===== src/rtl/mem_port_rr_scheduler.sv =====
// ============================================================================
// Module   : mem_port_rr_scheduler
// Purpose  : Round-robin sharing of one single-outstanding memory port among
//            USER requesters (req/gnt command, rsp_valid response).
// Options  : MEM_PORT_LOCK_EN adds req_lock to keep ownership across commands.
// Revision : 1.0 - initial release
// ============================================================================
`default_nettype none

module mem_port_rr_scheduler #(
  parameter int USER      = 4,
  parameter int USER_LOG2 = $clog2(USER),
  parameter int ADDR_W    = 32,
  parameter int DATA_W    = 32
) (
  input  logic                   CLK,
  input  logic                   RSTN,
  input  logic [USER-1:0]        req,
  input  logic [USER-1:0]        req_we,
  input  logic [USER*ADDR_W-1:0] req_addr,
  input  logic [USER*DATA_W-1:0] req_wdata,
`ifdef MEM_PORT_LOCK_EN
  input  logic [USER-1:0]        req_lock,
`endif
  output logic [USER-1:0]        req_gnt,
  output logic [USER-1:0]        rsp_valid,
  output logic [DATA_W-1:0]      rsp_rdata,
  output logic                   mem_req,
  output logic                   mem_we,
  output logic [ADDR_W-1:0]      mem_addr,
  output logic [DATA_W-1:0]      mem_wdata,
  input  logic                   mem_ready,
  input  logic                   mem_rvalid,
  input  logic [DATA_W-1:0]      mem_rdata,
  output logic                   busy,
  output logic [USER_LOG2-1:0]   owner
);

  typedef enum logic [1:0] {
    S_IDLE = 2'd0,
    S_CMD  = 2'd1,
    S_RESP = 2'd2
  } state_t;

  localparam logic [USER-1:0] C_ONE = USER'(1);

  state_t                 r_state;
  state_t                 w_state_nxt;
  logic                   w_do_grant;
  logic                   w_do_rsp;
  logic                   w_found;
  logic [USER_LOG2-1:0]   w_pick;
  logic [USER_LOG2-1:0]   w_idx;
  logic                   w_grant_vld;
  logic [USER_LOG2-1:0]   w_grant_idx;

  logic [USER-1:0]        r_gnt;
  logic [USER-1:0]        r_rsp;
  logic [DATA_W-1:0]      r_rdata;
  logic                   r_we;
  logic [ADDR_W-1:0]      r_addr;
  logic [DATA_W-1:0]      r_wdata;
  logic [USER_LOG2-1:0]   r_owner;
  logic [USER_LOG2-1:0]   r_last;

  logic [ADDR_W-1:0]      w_addr  [USER];
  logic [DATA_W-1:0]      w_wdata [USER];

  for (genvar gi = 0; gi < USER; gi++) begin : g_unpack
    assign w_addr[gi]  = req_addr[gi*ADDR_W +: ADDR_W];
    assign w_wdata[gi] = req_wdata[gi*DATA_W +: DATA_W];
  end

  // Search starts one past the last winner and wraps at USER-1.
  always_comb begin
    w_found = 1'b0;
    w_pick  = '0;
    w_idx   = '0;
    for (int k = 1; k <= USER; k++) begin
      w_idx = USER_LOG2'((int'(r_last) + k) % USER);
      if (!w_found && req[w_idx]) begin
        w_found = 1'b1;
        w_pick  = w_idx;
      end
    end
  end

`ifdef MEM_PORT_LOCK_EN
  logic r_lock;

  always_comb begin
    w_grant_vld = w_found;
    w_grant_idx = w_pick;
    if (r_lock) begin
      w_grant_vld = req[r_owner];
      w_grant_idx = r_owner;
    end
  end

  always_ff @(posedge CLK or negedge RSTN) begin
    if (!RSTN) begin
      r_lock <= 1'b0;
    end else if (w_do_rsp) begin
      r_lock <= req_lock[r_owner];
    end else if (r_state == S_IDLE && r_lock && !req[r_owner]) begin
      r_lock <= 1'b0;
    end
  end
`else
  always_comb begin
    w_grant_vld = w_found;
    w_grant_idx = w_pick;
  end
`endif

  always_ff @(posedge CLK or negedge RSTN) begin
    if (!RSTN) begin
      r_state <= S_IDLE;
    end else begin
      r_state <= w_state_nxt;
    end
  end

  always_comb begin
    w_state_nxt = r_state;
    w_do_grant  = 1'b0;
    w_do_rsp    = 1'b0;
    case (r_state)
      S_IDLE: begin
        if (w_grant_vld) begin
          w_do_grant  = 1'b1;
          w_state_nxt = S_CMD;
        end
      end
      S_CMD: begin
        if (mem_ready) begin
          w_state_nxt = S_RESP;
        end
      end
      S_RESP: begin
        if (mem_rvalid) begin
          w_do_rsp    = 1'b1;
          w_state_nxt = S_IDLE;
        end
      end
      default: w_state_nxt = S_IDLE;
    endcase
  end

  always_ff @(posedge CLK or negedge RSTN) begin
    if (!RSTN) begin
      r_gnt   <= '0;
      r_rsp   <= '0;
      r_rdata <= '0;
      r_we    <= 1'b0;
      r_addr  <= '0;
      r_wdata <= '0;
      r_owner <= '0;
      r_last  <= USER_LOG2'(USER - 1);
    end else begin
      r_gnt <= '0;
      r_rsp <= '0;
      if (w_do_grant) begin
        r_we    <= req_we[w_grant_idx];
        r_addr  <= w_addr[w_grant_idx];
        r_wdata <= w_wdata[w_grant_idx];
        r_owner <= w_grant_idx;
        r_last  <= w_grant_idx;
        r_gnt   <= C_ONE << w_grant_idx;
      end
      if (w_do_rsp) begin
        r_rdata <= mem_rdata;
        r_rsp   <= C_ONE << r_owner;
      end
    end
  end

  assign req_gnt   = r_gnt;
  assign rsp_valid = r_rsp;
  assign rsp_rdata = r_rdata;
  assign mem_req   = (r_state == S_CMD);
  assign mem_we    = r_we;
  assign mem_addr  = r_addr;
  assign mem_wdata = r_wdata;
  assign busy      = (r_state != S_IDLE);
  assign owner     = r_owner;

endmodule

`default_nettype wire


===== config.mk =====
export PLATFORM = sky130hd
export DESIGN_NAME = mem_port_rr_scheduler
export DESIGN_NICKNAME = d
export VERILOG_FILES = /design/src/rtl/mem_port_rr_scheduler.sv
export SDC_FILE = /design/constraint.sdc
export NUM_CORES = 1
export LEC_CHECK = 0
export CAP_MARGIN = 0
export CORE_AREA = 8 8 152 154
export CTS_CLUSTER_SIZE = 30
export DETAILED_ROUTE_END_ITERATION = 16
export DIE_AREA = 0 0 160 162
export GPL_TIMING_DRIVEN = 0
export PLACE_DENSITY = 0.67
export SYNTH_ARGS = -nofsm -noshare
export SYNTH_HDL_FRONTEND = slang
export SYNTH_SLANG_ARGS = --single-unit

===== constraint.sdc =====
create_clock -name CLK -period 2.25 [get_ports CLK]
set_input_delay 0.45 -clock CLK [delete_from_list [all_inputs] [get_ports CLK]]
set_output_delay 0.45 -clock CLK [all_outputs]
set_load 0.02 [all_outputs]

* Yosys cells after proc, flatten, opt, wreduce, memory -nomap -nowiden
Cells that the tools add are included. W data, S select, Z words.
Cells by class: $add $sub $neg 4, $lt $le $gt $ge 6, equal/unequal tests 5, shift-type cells 2, multiplexer cells 34, bitwise gates (word level) 1, reduce and logical (&&, ||, !) cells 9
Operator list (count):
- $bmux W32 S2 | 2
- $mux W32 | 4
- $lt A2 B3 Y1 const B | 5
- $mux W2 | 7
- $mux W1 | 13
- $bmux W1 S2 | 5
- $mux W4 | 2
- $shl A1 B2 Y4 const A | 2
- $pmux W2 S3 | 1
- $add A2 B1 Y2 const B | 2
- $add A2 B2 Y2 const B | 2
- $ne A2 B2 Y1 const B | 2
- $ge A3 B3 Y1 const B | 1
- $logic_and A1 B1 Y1 | 3
- $logic_not A1 Y1 | 3
- $not A2 Y3 | 1
- $reduce_and A3 Y1 | 1
- $eq A2 B1 Y1 const B | 1
- $eq A2 B2 Y1 const B | 1
- $logic_not A2 Y1 | 1
- $ne A2 B1 Y1 const B | 1
- $reduce_bool A2 Y1 | 1
Word-level totals: register bits 111, output and inout port bits 109, word-level logic and storage cells 70

* Longest topological paths before layout
Gate-level depths: netlist (run 1).
word-level depth 17, depth in mapped cells 8, depth with buffers taken out 5

* Worst setup path after synthesis (run 1)
OpenSTA, ideal clock, no wires.
path type register -> register, start point reg r_last[0], end point reg r_addr[10], in the netlist mem_addr[10], setup time 142 ps, data arrival time 1707 ps, data required time 2108 ps, path slack 400 ps, cell stages (with the launch flop) 9, path buffers 3, period minus slack after synthesis 1850 ps, cell sequence dfstp_2 -> nor2b_1 -> o21a_1 -> a211oi_2 -> buf_4 -> buf_12 -> buf_8 -> mux2i_1 -> o221ai_1
On the way: cells in the longest elaborated chain, start to end 17, elaborated cells on any way between the ends 32, classes of those cells add/sub (4); mux (21); bitwise (1); reduce/logical (6)
RTL lines:
- start, declared | line 64 | logic [USER_LOG2-1:0] r_last;
- start signal, assigned | line 159 | r_last <= USER_LOG2'(USER - 1);
- start signal, assigned | line 168 | r_last <= w_grant_idx;
- $add A2 B1 Y2 | line 80 | w_idx = USER_LOG2'((int'(r_last) + k) % USER);
- $bmux W1 S2 | line 81 | if (!w_found && req[w_idx]) begin
- $mux W1 (not written as such) | line 81
- $mux W1 | line 81
- $logic_not A1 Y1 | line 81
- $logic_and A1 B1 Y1 | line 81
- $mux W1 | line 81
- $logic_not A1 Y1 | line 81
- $logic_and A1 B1 Y1 | line 81
- $mux W1 | line 81
- $logic_not A1 Y1 | line 81
- $logic_and A1 B1 Y1 | line 81
- $mux W2 | line 81
- $not A2 Y3 (not written as such) | line 165 | r_addr <= w_addr[w_grant_idx];
- $bmux W32 S2 | line 165
- $mux W32 (not written as such) (2 in a row) | line 165
- end signal, assigned | line 165
- end, declared | line 61 | logic [ADDR_W-1:0] r_addr;
Several ways; a longest one is shown, not always the timed one. The select of a mux whose other input is x is not followed. A chain may end at the register's enable or synchronous reset.

* Worst setup path in the final report (run 1)
Ends and elaborated chain as after synthesis.

==> results of run 1 <==
-- power groups by stage --
| stage | Sequential [µW] | Combinational (µW) | Clock, µW |
|---|---|---|---|
| 6_report | 3460 | 8290 | 1660 |
| 5_1_grt | 3570 | 8860 | 1800 |
| 4_1_cts | 3460 | 7980 | 1720 |
| 3_5_place_dp | 3490 | 7890 | 0 |
| 3_3_place_gp | 3450 | 7840 | 0 |
| 2_1_floorplan | 4520 | 3210 | 0 |
-- what timing repair did --
item | CTS | global route
setup buffers | 1 | 5
endpoints found under the setup margin | 53 | 56
gates cloned | 0 | 7
gates resized for setup | 13 | 25
pin swaps | 0 | 1
-- kinds of logic (layout without fill, tap and decap cells) --
family | count (synthesis) | after routing
compound gates | 81 | 81
buf+inv | 47 | 483
flops | 111 | 111
mux | 130 | 130
simple gates | 185 | 185
-- routing by layer --
metal,wire [µm],global-route usage (%),vias to the layer above
met5,13,0,-
met4,495,6.33,2
met3,1780,5.32,25
met2,14000,34.2,244
met1,11100,23.6,2811
li1,-,-,2859
-- area by class of cell --
| cell class | count | area [µm²] |
|---|---|---|
| fill | 1905 | 9820 |
| tap | 275 | 344 |
| clock buffer | 9 | 225 |
| timing repair buffer | 422 | 4320 |
| clock inverter | 7 | 86.3 |
| buffer | 41 | 318 |
| inverter | 4 | 15.0 |
| multi-input combinational | 396 | 2780 |
| sequential | 111 | 2780 |
-- worst reg2reg max path, stage by stage, from the launching register on --
cell and delay [ns]:
sky130_fd_sc_hd__dfstp_2 0.56, sky130_fd_sc_hd__nand2b_4 0.13, sky130_fd_sc_hd__o21ai_1 0.08, sky130_fd_sc_hd__a211oi_2 0.32, sky130_fd_sc_hd__buf_4 0.22, sky130_fd_sc_hd__clkbuf_16 0.16, sky130_fd_sc_hd__buf_8 0.15, sky130_fd_sc_hd__mux2i_1 0.24
sky130_fd_sc_hd__o221ai_1 0.14
-- sequential cells by signal, indices dropped and copies added, names as in the netlist --
signal     cells
mem_addr      32
mem_wdata     32
mem_we         1
owner          2
r_last         2
r_state        2
req_gnt        4
rsp_rdata     32
rsp_valid      4
-- how the worst min path moves through the flow --
stage                              from             to  slack [ns]  cells after the start
after floorplan                    RSTN    mem_addr[0]        0.15                      0
after global placement    rsp_rdata[14]  rsp_rdata[14]        0.46                      2
after detailed placement           RSTN  rsp_rdata[30]        0.40                      1
after CTS                          RSTN  rsp_rdata[30]      0.0005                      1
after global routing               RSTN  rsp_rdata[30]       0.006                      1
final                              RSTN  rsp_rdata[30]      -0.005                      1
-- synthesized netlist by cell type (3+ instances only) --
| cell type | n | share of area [%] |
|---|---|---|
| sky130_fd_sc_hd__mux2i_1 | 130 | 22 |
| sky130_fd_sc_hd__buf_1 | 3 | 0.19 |
| sky130_fd_sc_hd__o21ai_0 | 3 | 0.26 |
| sky130_fd_sc_hd__o221ai_1 | 65 | 9.8 |
| sky130_fd_sc_hd__inv_1 | 3 | 0.19 |
| sky130_fd_sc_hd__nand2b_1 | 4 | 0.43 |
| sky130_fd_sc_hd__nor2_1 | 7 | 0.45 |
| sky130_fd_sc_hd__buf_12 | 6 | 2.1 |
| sky130_fd_sc_hd__buf_2 | 3 | 0.26 |
| sky130_fd_sc_hd__o21ai_1 | 3 | 0.26 |
| sky130_fd_sc_hd__clkbuf_1 | 22 | 1.4 |
| sky130_fd_sc_hd__buf_4 | 3 | 0.39 |
| sky130_fd_sc_hd__nand2_1 | 166 | 11 |
| sky130_fd_sc_hd__dfrtp_1 | 109 | 47 |
| sky130_fd_sc_hd__clkbuf_4 | 5 | 0.65 |
-- through the flow --
| step | total power, µW | setup WS [ns] | TNS (ns) | cell area [µm²] |
|---|---|---|---|---|
| after floorplan | 7720 | 0.400 | 0 | 5800 |
| after global placement | 11300 | -3.93 | -462.70 | 10200 |
| after detailed placement | 11400 | -0.662 | -32.90 | 10300 |
| after CTS | 13200 | -0.00333 | -0.00628 | 10600 |
| after global routing | 14200 | -0.00380 | -0.00751 | 10900 |
| final | 13400 | 0.107 | 0 | 10900 |
==> flow_summary_export.csv, run 1 <==
group,metric,value,unit
synthesis,dominantRegCellSynth,"sky130_fd_sc_hd__dfrtp_1",
clock_tree,holdBufCountCts,0,
pwr,power.density,1230,nW/µm²
cells_and_area,antenna_cells_inserted,0,
clock_tree,clock_tree.root_cell,"sky130_fd_sc_hd__clkbuf_16",
drt,route.vias.total,5941,
critical_path,worstSetupStartpoint,"r_last[0]",
cells_and_area,layout-area-overhead-vs-synth,87.4,%
clock_tree,ctsLongestPathBuffers,2,
pwr,clock_power_share,12.4,%
floorplanning,dieArea,25900,µm²
synthesis,synth.lib_cells_used.distinct,31,
clock_tree,tritoncts_num_sinks,111,
critical_path,timing.critical_path.fanout_max,10,
status,status,"finished with violations",
critical_path,startpoint_type,"register",
cells_and_area,top_library_cells_by_usage_in_the_layout_fill_and_taps_aside,"sky130_fd_sc_hd__clkdlybuf4s50_1, sky130_fd_sc_hd__nand2_1, sky130_fd_sc_hd__mux2i_1, sky130_fd_sc_hd__dfrtp_1, sky130_fd_sc_hd__o221ai_1",
timing,post-route-min-period,2.14,ns
pwr,switching_share,42.2,%
drt,vias_per_cell,4.70,
synthesis,asr_flop_ratio_synth,100,%
global_routing,global_route_wire_length_before_repair,39400,µm
clock_tree,tritoncts,"done",
placed_design,portBuffers,408,
synthesis,synth_compound_gate_area_share,11.7,%
floorplanning,fp.coreArea,20700,µm²
cells_and_area,post_layout_nonfiller_instances,1265,
critical_path,cp_data_arrival_time,2.36,ns
critical_path,cp_data_required_time,2.46,ns
critical_path,reg2reg_from,"r_last[0]",
synthesis,avgSynthCellArea,10.5,µm²
placed_design,detailed_place_hpwl,21500,µm
pwr,combinational_fraction_of_design_power,61.8,%
pwr,power_switching,5660,µW
synthesis,ys_warn_count,0,
timing,setup-violations-final,0,
timing,slew-limit-headroom,61.3,%
cells_and_area,finish.net_count,1285,
synthesis,synthesis.area,5800,µm²
synthesis,synth_enable_flop_cells,0,
synthesis,syn_nets,854,
floorplanning,floorplan.initialDensity,28.0,%
timing,timing.final.crit_share,95.3,%
cells_and_area,utilization,52.5,%
synthesis,synth_mux_area_share,22.4,%
critical_path,crit_type,"register to register",
drt,route.detailed.drc,0,
drt,first_pass_iters,6,
floorplanning,io-pin-count,409,
timing,max_clock_freq,0.467,GHz
synthesis,post_synth_inst_count,554,
clock_tree,cts_max_level,3,
worst_hold_path,min_path_type,"input pin to async pin",
clock_tree,worst_setup_hold_path_clk_slew,0.09,ns
timing,final_setup_skew,0.0106,ns
cells_and_area,final_layout_size_suffix_gt1_share,7.27,%
critical_path,timing.critical_path.cells,"nand2b_4 -> o21ai_1 -> a211oi_2 -> buf_4 -> clkbuf_16 -> buf_8 -> mux2i_1 -> o221ai_1",
floorplanning,chipWidth,160,µm
global_routing,track_usage,19.8,%
global_routing,grt_overflow,0,
global_routing,grt_max_degree,70,
synthesis,number_of_synthesized_register_bits,111,
floorplanning,num_rows,53,
drt,routed_wl,27400,µm
drt,routed_wire_per_std_cell,21.6,µm
timing,hold_slack,-0.00521,ns
clock_tree,clk_latency,0.36,ns
clock_tree,cts_inserted_buffers,9,
global_routing,grt_pass1_vias,6245,
pwr,p_leak,0.00484,µW
critical_path,internal_reg_to_reg_setup_slack,0.11,ns
timing,drv_slew,0,
critical_path,critical_path.endpoint_type,"register",
critical_path,crit_buf_inv,3,
pwr,worst_vdd_ir,490,µV
pwr,p_int,7740,µW
placed_design,dp_cells,1238,
floorplanning,die_height,162,µm
critical_path,worst_setup_path_endpoint,"mem_addr[10]",
synthesis,yosys.area_share.adder,0,%
critical_path,critPathMaxStageDelay,0.56,ns
pwr,pwr-share-seq,25.8,%
flow_run,maxCapViolCount,0,
status,violations_in_the_final_reports,"negative hold slack",
synthesis,synthSimpleGateAreaFrac,12.5,%
critical_path,cp_top_family,"flip-flops",
critical_path,r2r_cells,8,
timing,max_slew.worst_pin.slew,0.581,ns
global_routing,grt_antenna_before_repair,1,
synthesis,xor_xnor_cell_area_share_of_the_yosys_netlist,0,%
critical_path,worstReg2RegEnd,"mem_addr[10]",
placed_design,gp_congestion,0.814,
drt,drtAntennaViolNets,0,
synthesis,synth_seq_area_share,47.9,%
timing,hold_viol_final,4,
synthesis,synth_top_family_by_area,"multiplexers",
cells_and_area,final_common_cell,"sky130_fd_sc_hd__clkdlybuf4s50_1",
critical_path,critPathSlowestCell,"sky130_fd_sc_hd__dfstp_2",
critical_path,timing.critical_path.depth,8,
drt,detailed_route_iter0_violations,287,
Power figures use the tool's default switching activity.
==> inputs of run 2 (changes only) <==
--- a/config.mk
+++ b/config.mk
@@ -10,8 +10,8 @@
 export CTS_CLUSTER_SIZE = 30
 export DETAILED_ROUTE_END_ITERATION = 16
 export DIE_AREA = 0 0 160 162
+export DONT_BUFFER_PORTS = 1
 export GPL_TIMING_DRIVEN = 0
-export PLACE_DENSITY = 0.67
 export SYNTH_ARGS = -nofsm -noshare
 export SYNTH_HDL_FRONTEND = slang
 export SYNTH_SLANG_ARGS = --single-unit
==> run 2 against run 1 <==
The flow still finishes with violations (negative hold slack). Design area fell by 40%. Sequential share of layout area rose by 17 points. Sequential power rose by 40%. Worst hold slack got worse by 0.22 ns. Clock power rose by 2%. Worst setup slack improved by 0.016 ns. Flip-flop and latch count did not move. Final cell count fell by 33%.
==> flow_summary_export.csv, run 2 (synthesis gave the netlist of run 1 again) <==
group,metric,value,unit
status,status,"finished with violations",
status,violations_in_the_final_reports,"negative hold slack",
floorplanning,num_rows,53,
drt,drtAntennaViolNets,0,
global_routing,grt_antenna_before_repair,1,
timing,timing.final.crit_share,94.6,%
flow_run,maxCapViolCount,0,
placed_design,portBuffers,0,
critical_path,critical_path.endpoint_type,"register",
timing,final_setup_skew,0.0150,ns
critical_path,cp_data_required_time,2.46,ns
global_routing,track_usage,15.8,%
cells_and_area,multi_input_comb_area,2720,µm²
critical_path,reg2reg_from,"r_last[0]",
global_routing,global_route_wire_length_before_repair,31500,µm
timing,rsz_0062_raised_after_global_routing,"no",
global_routing,globalRouteMet2Util,28.4,%
pwr,p_leak,0.00314,µW
timing,post-route-min-period,2.13,ns
critical_path,internal_reg_to_reg_setup_slack,0.12,ns
pwr,worst_vdd_ir,544,µV
pwr,power_total,10700,µW
timing,max_slew.worst_pin.slew,0.557,ns
critical_path,r2r_cells,8,
placed_design,detailed_place_hpwl,17600,µm
timing,hold_viol_final,111,
global_routing,use_met1,17.0,%
clock_tree,ctsLongestPathBuffers,2,
timing,fin_setup_tns,0,ns
critical_path,cp_data_arrival_time,2.34,ns
drt,routed_wl,21800,µm
critical_path,critPathMaxStageDelay,0.57,ns
worst_hold_path,min_path_type,"input pin to async pin",
cells_and_area,final_layout_size_suffix_gt1_share,8.74,%
floorplanning,floorplan.initialDensity,28.0,%
drt,routed_wire_per_std_cell,25.7,µm
cells_and_area,final_common_cell,"sky130_fd_sc_hd__nand2_1",
drt,vias_per_cell,5.25,
global_routing,grt_overflow,0,
placed_design,gp_congestion,0.777,
clock_tree,tritoncts_num_sinks,111,
clock_tree,tritoncts,"done",
critical_path,timing.critical_path.fanout_max,10,
cells_and_area,n_fill_cell,2157,
critical_path,critical_path.most_common_cell,"sky130_fd_sc_hd__buf_12",
drt,route.detailed.drc,0,
cells_and_area,top_library_cells_by_usage_in_the_layout_fill_and_taps_aside,"sky130_fd_sc_hd__nand2_1, sky130_fd_sc_hd__mux2i_1, sky130_fd_sc_hd__dfrtp_1, sky130_fd_sc_hd__o221ai_1, sky130_fd_sc_hd__clkbuf_1",
global_routing,grt_pass1_vias,4858,
clock_tree,clk_latency,0.36,ns
floorplanning,dieArea,25900,µm²
floorplanning,io-pin-count,409,
timing,drv_slew,0,
timing,hold_slack,-0.222,ns
pwr,power.density,1640,nW/µm²
cells_and_area,finish.net_count,867,
cells_and_area,final-seq-area,2780,µm²
clock_tree,cts_max_level,3,
floorplanning,die_height,162,µm
cells_and_area,layout-area-overhead-vs-synth,12.4,%
floorplanning,fp.coreArea,20700,µm²
timing,slew-limit-headroom,62.9,%
critical_path,crit_type,"register to register",
critical_path,timing.critical_path.cells,"nor2b_1 -> o21a_1 -> a211oi_2 -> buf_6 -> buf_12 -> buf_12 -> mux2i_1 -> o221ai_1",
drt,detailed_route_iter0_violations,195,
drt,route.vias.total,4451,
clock_tree,cts_inserted_buffers,9,
timing,setup-violations-final,0,
timing,max_clock_freq,0.470,GHz
clock_tree,clock_tree.root_cell,"sky130_fd_sc_hd__clkbuf_16",
drt,first_pass_iters,4,
clock_tree,worst_setup_hold_path_clk_slew,0.10,ns
global_routing,grtUsageMet3,6.00,%
critical_path,startpoint_type,"register",
global_routing,global_route.peak_usage_layer,"met2",
global_routing,grt_max_degree,112,
floorplanning,chipWidth,160,µm
critical_path,worstReg2RegEnd,"mem_wdata[21]",
critical_path,critPathSlowestCell,"sky130_fd_sc_hd__dfstp_2",
run 2: metal layers:
| metal | routed length (µm) | part of all wire (%) |
|---|---|---|
| met1 | 7720 | 35 |
| met2 | 11500 | 53 |
| met4 | 250 | 1.1 |
| met5 | 13 | 0.060 |
| met3 | 2260 | 10 |
run 2: layout make-up:
class                   count  area share (%)
diodes                      1          0.0384
plain buffers              42            4.84
clock buffers               9            3.45
clock inverters             7            1.52
inverters                   4           0.230
multi-input cells         396            41.7
flip-flops and latches    111            42.6
well taps                 275            5.28
repair buffers              3           0.345
run 2: worst max-delay path by stage:
stage | slack (ns) | cells past startpoint | from | endpoint
finish | 0.12 | 8 | r_last[0] | mem_wdata[21]
global route | 0.004 | 7 | r_last[0] | mem_wdata[24]
CTS | 0.007 | 6 | r_state[1] | mem_wdata[24]
detailed placement | -0.29 | 7 | req[2] | mem_addr[4]
global placement | -0.26 | 7 | req[2] | mem_addr[4]
floorplan | 0.40 | 8 | r_last[0] | mem_addr[10]
run 2: worst max-delay path, delay by kind of cell, from the launching register on:
| family | cells | cell delay (ns) |
|---|---|---|
| compound gates | 3 | 0.58 |
| flops | 1 | 0.57 |
| buf+inv | 3 | 0.51 |
| mux | 1 | 0.26 |
| simple gates | 1 | 0.07 |
run 2: through the flow:
step / hold slack (ns) / instance area (µm²) / setup WS, ns / utilization, % / instances
after detailed placement: 0.158 / 6150 / -0.288 / 29.7 / 829
after floorplan: 0.154 / 5800 / 0.400 / - / 554
final: -0.222 / 6520 / 0.122 / 31.5 / 848
after global placement: 0.158 / 6150 / -0.264 / 29.7 / 829
after CTS: -0.250 / 6480 / 0.00676 / 31.3 / 844
after global routing: -0.255 / 6520 / 0.00426 / 31.5 / 847
run 2: what timing repair did:
action	CTS	global route
setup endpoints to repair	37	39
endpoints found under the hold margin	111	111
pin swaps	0	0
gates resized for setup	5	9
setup buffers	0	3
run 2: power by group:
part	internal (µW)	switching, µW	leakage [µW]
sequential	2940	1890	0.00138
combinational	1800	2380	0.00160
clock	821	882	0.000157
total	5560	5150	0.00314
==> inputs of run 3 (changes only) <==
--- a/config.mk
+++ b/config.mk
@@ -6,10 +6,10 @@
 export NUM_CORES = 1
 export LEC_CHECK = 0
 export CAP_MARGIN = 0
-export CORE_AREA = 8 8 152 154
+export CORE_AREA = 8 8 153 155
 export CTS_CLUSTER_SIZE = 30
 export DETAILED_ROUTE_END_ITERATION = 16
-export DIE_AREA = 0 0 160 162
+export DIE_AREA = 0 0 161 163
 export DONT_BUFFER_PORTS = 1
 export GPL_TIMING_DRIVEN = 0
 export SYNTH_ARGS = -nofsm -noshare
==> run 3 against run 2 <==
The run still ends with negative hold slack left. Fmax is 0.13% higher. Register-to-register slack hardly changed. Combinational power is 6.0% higher. Non-clock buffer count is 10 higher. Clock skew hardly changed. Sequential share of layout area is 0.91 points lower. Final cell count is 1.1% higher. Flip-flop and latch count stayed put.
==> flow_summary_export.csv, run 3 (synthesis gave the netlist of run 1 again) <==
group,metric,value,unit
cells_and_area,top_library_cells_by_usage_in_the_layout_fill_and_taps_aside,"sky130_fd_sc_hd__nand2_1, sky130_fd_sc_hd__mux2i_1, sky130_fd_sc_hd__dfrtp_1, sky130_fd_sc_hd__o221ai_1, sky130_fd_sc_hd__clkbuf_1",
placed_design,preCtsSetupSlack,-0.311,ns
floorplanning,io-pin-count,409,
pwr,p_leak,0.00321,µW
clock_tree,clk_latency,0.36,ns
clock_tree,clock_tree.root_cell,"sky130_fd_sc_hd__clkbuf_16",
drt,routed_wl,22200,µm
critical_path,timing.critical_path.fanout_max,10,
timing,post-route-worst-setup-slack,0.125,ns
clock_tree,tritoncts,"done",
timing,final_setup_skew,0.0149,ns
global_routing,grt_overflow,0,
clock_tree,worst_setup_hold_path_clk_slew,0.09,ns
worst_hold_path,min_path_type,"input pin to async pin",
clock_tree,ctsLongestPathBuffers,2,
timing,post-route-min-period,2.13,ns
timing,max_clock_freq,0.471,GHz
drt,first_pass_iters,4,
clock_tree,cts_inserted_buffers,9,
critical_path,critical_path.endpoint_type,"register",
cells_and_area,antenna_cells_inserted,0,
placed_design,portBuffers,0,
flow_run,maxCapViolCount,0,
timing,setup-violations-final,0,
pwr,power.density,1650,nW/µm²
drt,detailed_route_iter0_violations,337,
floorplanning,floorplan.initialDensity,27.9,%
critical_path,cp_data_arrival_time,2.32,ns
timing,drv_slew,0,
drt,vias_per_cell,5.27,
timing,timing.final.crit_share,94.4,%
cells_and_area,layout-area-overhead-vs-synth,14.8,%
floorplanning,num_rows,53,
cells_and_area,final_common_cell,"sky130_fd_sc_hd__nand2_1",
clock_tree,tritoncts_num_sinks,111,
critical_path,cp_data_required_time,2.44,ns
cells_and_area,finish.net_count,877,
status,violations_in_the_final_reports,"negative hold slack",
drt,drtAntennaViolNets,0,
global_routing,grt_pass1_vias,4903,
timing,slew-limit-headroom,62.1,%
global_routing,global_route_wire_length_before_repair,31700,µm
timing,hold_viol_final,109,
global_routing,track_usage,15.8,%
floorplanning,dieArea,26200,µm²
global_routing,grt_max_degree,112,
timing,max_slew.worst_pin.slew,0.569,ns
floorplanning,die_height,163,µm
placed_design,gp_congestion,0.751,
global_routing,grt_antenna_before_repair,0,
floorplanning,fp.coreArea,20800,µm²
floorplanning,chipWidth,161,µm
critical_path,startpoint_type,"register",
drt,routed_wire_per_std_cell,25.9,µm
critical_path,crit_type,"register to register",
clock_tree,cts_max_level,3,
pwr,worst_vdd_ir,458,µV
status,status,"finished with violations",
drt,route.detailed.drc,0,
cells_and_area,final_layout_size_suffix_gt1_share,10.7,%
drt,route.vias.total,4517,
timing,hold_slack,-0.213,ns
placed_design,detailed_place_hpwl,17800,µm
run 3: final timing paths:
path	startpoint	endpoint	slack, ns	cells after the start
hold / removal	RSTN	mem_addr[20]	-0.21	0
setup / recovery	r_last[0]	mem_wdata[1]	0.12	8
setup reg to reg	r_last[0]	mem_wdata[1]	0.12	8
min in group CLK	mem_rdata[13]	rsp_rdata[13]	0.18	2
hold reg to reg	r_last[0]	r_last[0]	0.54	2
max in group asynchronous	RSTN	r_last[1]	2.12	0
run 3: power breakdown:
group          internal [µW]  switching (µW)  total (µW)  leakage [µW]
clock network            823             892        1710      0.000156
logic                   1990            2430        4430       0.00167
registers               2940            1900        4840       0.00138
run 3: worst max-delay path: stages, from the launching register on:
cell and delay [ns]:
sky130_fd_sc_hd__dfstp_2 0.56, sky130_fd_sc_hd__nand2b_1 0.12, sky130_fd_sc_hd__o21ai_1 0.10, sky130_fd_sc_hd__a211oi_2 0.25, sky130_fd_sc_hd__buf_6 0.18, sky130_fd_sc_hd__buf_12 0.12
sky130_fd_sc_hd__buf_4 0.21, sky130_fd_sc_hd__mux2i_1 0.27, sky130_fd_sc_hd__o221ai_1 0.14
run 3: metal layers:
| layer | track usage (%) | share of wire, % | vias up |
|---|---|---|---|
| li1 | - | - | 2036 |
| met1 | 16.9 | 35 | 2217 |
| met2 | 29.0 | 54 | 255 |
| met3 | 6.09 | 9.8 | 9 |
| met4 | 3.24 | 0.80 | 0 |
| met5 | 0 | 0 | - |
run 3: metrics by stage:
stage          total power (µW)  area [µm²]  utilization (%)  instances  setup TNS, ns
2_1_floorplan              7720        5800                -        554              0
3_3_place_gp               9020        6150             29.5        829          -7.41
3_5_place_dp               9110        6150             29.5        829          -7.89
4_1_cts                   10900        6520             31.3        846              0
5_1_grt                   11700        6660             32.0        857        -0.0165
6_report                  11000        6660             32.0        857              0
run 3: cell type report:
cell class	count	area, µm²
tap	275	344
inverter	4	15.0
buffer	41	305
multi-input combinational	396	2740
sequential	111	2780
clock inverter	7	96.3
fill	2165	14200
clock buffer	9	225
timing repair buffer	14	160
run 3: repair_timing:
| action | in CTS | in global routing |
|---|---|---|
| pin swaps | 0 | 1 |
| endpoints found under the hold margin | 111 | 111 |
| gates resized for setup | 8 | 10 |
| setup endpoints to repair | 44 | 39 |
| buffers inserted | 2 | 11 |
| gates cloned | 0 | 1 |
==> RTL edit 1, RTL diff (flow settings as in run 3) <==
The parameter `DATA_W` goes from 32 to 24.
--- a/src/rtl/mem_port_rr_scheduler.sv
+++ b/src/rtl/mem_port_rr_scheduler.sv
@@ -11,7 +11,7 @@
   parameter int USER      = 4,
   parameter int USER_LOG2 = $clog2(USER),
   parameter int ADDR_W    = 32,
-  parameter int DATA_W    = 32
+  parameter int DATA_W    = 24
 ) (
   input  logic                   CLK,
   input  logic                   RSTN,
Interface: changed (resized mem_rdata, mem_wdata, req_wdata and rsp_rdata); port bits go from 409 to 353. No check against the original RTL was run, so the function may have changed too.
==> RTL edit 1 against run 3 <==
  * The flow still finishes with violations (hold timing)
  * First-iteration DRC count is 39% higher
  * Worst setup slack worse by 0.082 ns
  * Critical path depth is 1 lower
  * Sequential share of layout area is 4.8 points lower
  * Final area is 3.3% lower
  * Power is 8.9% lower
  * Wire length is 8.2% higher
  * Sequential cell count is 16 lower
  * Area after synthesis is 4.5% lower
  * Critical endpoint unchanged
  * Largest cell class is now multi-input combinational cells
==> RTL edit 1: results (changes against run 3) <==
metric	value	unit	change
status	finished, violations left		unchanged
violations	hold timing		unchanged
fin_cells	862		was 857
syn_avg_cell_area	9.825	um2	was 10.47 um2
setup_ws	0.04303	ns	was 0.1250 ns
dp_hpwl	18570	um	was 17760 um
dpl_cell_area	5886	um2	was 6146 um2
synth_cell_type_count	30		was 31
cts_buffers	9		unchanged
yosys-top-cells-area	dfrtp_1, mux2_1, a221o_1, o211ai_1, o31ai_1		was dfrtp_1, mux2i_1, nand2_1, o221ai_1, buf_12
dp_slack	-0.4248	ns	was -0.3115 ns
fillers	2187		was 2165
antenna_found_initial	2		was 0
arrival	2.43	ns	was 2.32 ns
port_buffers	0		unchanged
gr-usage-met3	0.06926		was 0.06092
grt_pass1_wl	35120	um	was 31700 um
cts_setup_buffers	4		was 2
drive_gt1_frac	0.1333		was 0.1065
synth_seq_area_share	0.4294		was 0.4792
routed.top_layer	met5		was met4
ir_drop	469.9	uV	was 457.8 uV
firstDrtPassIters	5		was 4
leakage	2.630	nW	was 3.211 nW
slew_headroom	0.5849		was 0.6210
dr_wl_met2	11540	um	was 12000 um
path_max_fanout	10		unchanged
wl_met3	2561	um	was 2187 um
synth_compound_area_frac	0.3242		was 0.1167
root_buffer	clkbuf_16		unchanged
fin_nets	840		was 877
grtUsageTotal	0.1759		was 0.1577
synthXorXnorAreaFrac	0		unchanged
drt-met1-wl	9431	um	was 7849 um
clk_latency	0.34	ns	was 0.36 ns
wl	24030	um	was 22210 um
grt_pass1_vias	5331		was 4903
clock_skew	0.009756	ns	was 0.01485 ns
whs	-0.2046	ns	was -0.2127 ns
largest_register_ff_count	32		
vias	5018		was 4517
startpoint	r_last[0]$_DFFE_PN1P_		unchanged
reg2regPathDepth	7		was 8
drtIter0Drc	468		was 337
grt_max_degree	96		was 112
gr-usage-met2	0.2924		was 0.2901
gp_congestion	0.8310		was 0.7511
muxShareOfSynthArea	0.1158		was 0.2243
final-hold-violation-count	95		was 109
met1_usage	0.2071		was 0.1686
postCtsResizedCells	35		was 8
synth_nets	824		was 854
crit_path_end	mem_wdata[1]$_DFFE_PN0P_		unchanged
dp_cells	839		was 829
synthTopCellsByCount	dfrtp_1, nand2_1, a21oi_1		was nand2_1, mux2i_1, dfrtp_1
yosys.area_share.adder	0		unchanged
[RTL edit 1: changes by cell type after synthesis, sizes merged, moves of 23 or more]
cell,before,now
nand2,166,77
mux2,0,57
o211ai,0,58
a221o,0,57
o221ai,65,0
o31ai,0,57
a21oi,3,60
mux2i,130,0
clkbuf,27,50
[RTL edit 1: final cells by class]
class	instances	area [um2]	area share
Clock inverter	6	66.31	0.01029
Clock buffer	10	229.0	0.03553
Timing Repair Buffer	6	66.31	0.01029
Buffer	64	346.6	0.05379
Tap cell	275	344.1	0.05340
Multi-Input combinational cell	401	2995	0.4649
Sequential cell	95	2380	0.3693
Inverter	3	11.26	0.001748
Antenna cell	2	5.005	0.0007767
[RTL edit 1: where the power goes]
group | switching [W] | internal (W)
Clock | 0.000706 | 0.000872
Combinational | 0.00248 | 0.00188
Sequential | 0.00157 | 0.00250
==> RTL edit 2, RTL diff (flow settings as in run 3) <==
Without the edit above. The 3 states of `state_t` get a one-hot encoding in 3 bits.
--- a/src/rtl/mem_port_rr_scheduler.sv
+++ b/src/rtl/mem_port_rr_scheduler.sv
@@ -36,10 +36,10 @@
   output logic [USER_LOG2-1:0]   owner
 );
 
-  typedef enum logic [1:0] {
-    S_IDLE = 2'd0,
-    S_CMD  = 2'd1,
-    S_RESP = 2'd2
+  typedef enum logic [2:0] {
+    S_IDLE = 3'b001,
+    S_CMD  = 3'b010,
+    S_RESP = 3'b100
   } state_t;
 
   localparam logic [USER-1:0] C_ONE = USER'(1);
Check against the original RTL: same outputs for any inputs over 4 cycles, from zero or initial values and one cycle with RSTN low; so few cycles prove little.
==> RTL edit 2 against run 3 <==
  * The flow finishes with violations (hold timing, setup timing)
  * Sequential cell count is 1 higher
  * Global-route usage is 4.2 points higher
  * Hold slack worse by 0.018 ns
  * Area after synthesis is 13% higher
  * Power is 0.99% higher
  * Worst setup slack worse by 0.19 ns
  * Non-clock buffer count is 21 higher
  * Via count is 26% higher
  * Critical path type unchanged
  * Critical endpoint is now mem_addr[7]$_DFFE_PN0P_
  * Final area is 10% higher
  * Die area stayed put
  * Wire length is 24% higher
==> RTL edit 2: results (changes against run 3) <==
metric	value	unit	change
wl	27580	um	was 22210 um
gp_congestion	0.8179		was 0.7511
viasPerCell	5.995		was 5.271
synth_cell_type_count	34		was 31
setup_viol	34		was 0
status	finished, violations left		unchanged
grt_pass1_vias	5851		was 4903
firstDrtPassIters	5		was 4
grt_max_degree	113		was 112
yosys-top-cells-area	dfrtp_1, mux2i_1, a21o_1, o31ai_1, o211ai_1		was dfrtp_1, mux2i_1, nand2_1, o221ai_1, buf_12
drtIter0Drc	446		was 337
dp_hpwl	21380	um	was 17760 um
vias	5713		was 4517
synth_seq_area_share	0.4283		was 0.4792
violations	hold timing, setup timing		was hold timing
drive_gt1_frac	0.1521		was 0.1065
leakage	3.174	nW	was 3.211 nW
final-hold-violation-count	112		was 109
fin_nets	972		was 877
setup_ws	-0.06230	ns	was 0.1250 ns
whs	-0.2311	ns	was -0.2127 ns
grtUsageTotal	0.1999		was 0.1577
reg2regPathDepth	6		was 8
crit_path_max_incr_delay	0.53	ns	was 0.56 ns
grt_pass1_wl	39650	um	was 31700 um
synth_nets	961		was 854
slew_headroom	0.4125		was 0.6210
ir_drop	545.9	uV	was 457.8 uV
syn_inst	661		was 554
[RTL edit 2: routing by layer]
metal / share of wire / GRT usage
met1: 0.38 / 0.2360
met2: 0.50 / 0.3396
met3: 0.11 / 0.07583
met4: 0.014 / 0.04461
met5: 0 / 0
[RTL edit 2: cells by family (layout without fill, tap and decap cells)]
group | after synthesis | count (layout) | share of synthesized area
AO/OA/AOI/OAI | 210 | 210 | 0.2415
AND/OR/NAND/NOR | 165 | 165 | 0.1281
flip-flops | 112 | 112 | 0.4283
multiplexers | 97 | 97 | 0.1543
buffers and inverters | 77 | 93 | 0.04774
other | 0 | 1 | 0
[RTL edit 2: path summary, 6_finish.rpt]
check,start,to,slack (ns)
min in group CLK,mem_rdata[29],rsp_rdata[29]$_DFFE_PN0P_,0.23
worst max register to register,r_state[0]$_DFFE_PN1P_,mem_addr[7]$_DFFE_PN0P_,-0.06
max in group asynchronous,RSTN,r_last[1]$_DFFE_PN1P_,2.27
worst max-delay path,r_state[0]$_DFFE_PN1P_,mem_addr[7]$_DFFE_PN0P_,-0.06
worst min-delay path,RSTN,mem_addr[21]$_DFFE_PN0P_,-0.23
worst min register to register,r_last[0]$_DFFE_PN1P_,r_last[0]$_DFFE_PN1P_,0.52
[RTL edit 2: area by class of cell]
type	count	area [um2]
Timing Repair Buffer	2	15.01
Fill cell	2178	13470
Sequential cell	112	2806
Clock inverter	7	98.84
Multi-Input combinational cell	472	3473
Tap cell	275	344.1
Antenna cell	1	2.502
Clock buffer	9	225.2
Inverter	1	3.754
Buffer	74	380.4
[RTL edit 2: what timing repair did]
| item | in CTS | in global routing |
|---|---|---|
| hold endpoints to repair | 112 | 112 |
| resized for setup | 37 | 24 |
| buffers inserted | 2 | 0 |
| pin swaps | 1 | 1 |
| endpoints found under the setup margin | 99 | 71 |
[RTL edit 2: where the power goes]
group | leakage [nW] | switching (W) | total, W | internal, W
registers | 1.41 | 0.00182 | 0.00476 | 0.00294
logic | 1.61 | 0.00268 | 0.00457 | 0.00188
clock network | 0.156 | 0.000943 | 0.00177 | 0.000828
total | 3.17 | 0.00544 | 0.0111 | 0.00565
[RTL edit 2: through the flow]
stage	instance area, um2	TNS (ns)	total power [W]	setup WS, ns
final	7350	-0.5702	0.01109	-0.06230
after global routing	7347	-4.274	0.01182	-0.1256
after detailed placement	6904	-38.04	0.009237	-0.7056
after CTS	7327	-1.221	0.01121	-0.06576
after floorplan	6560	0	0.007788	0.01458
after global placement	6904	-38.39	0.009146	-0.7103
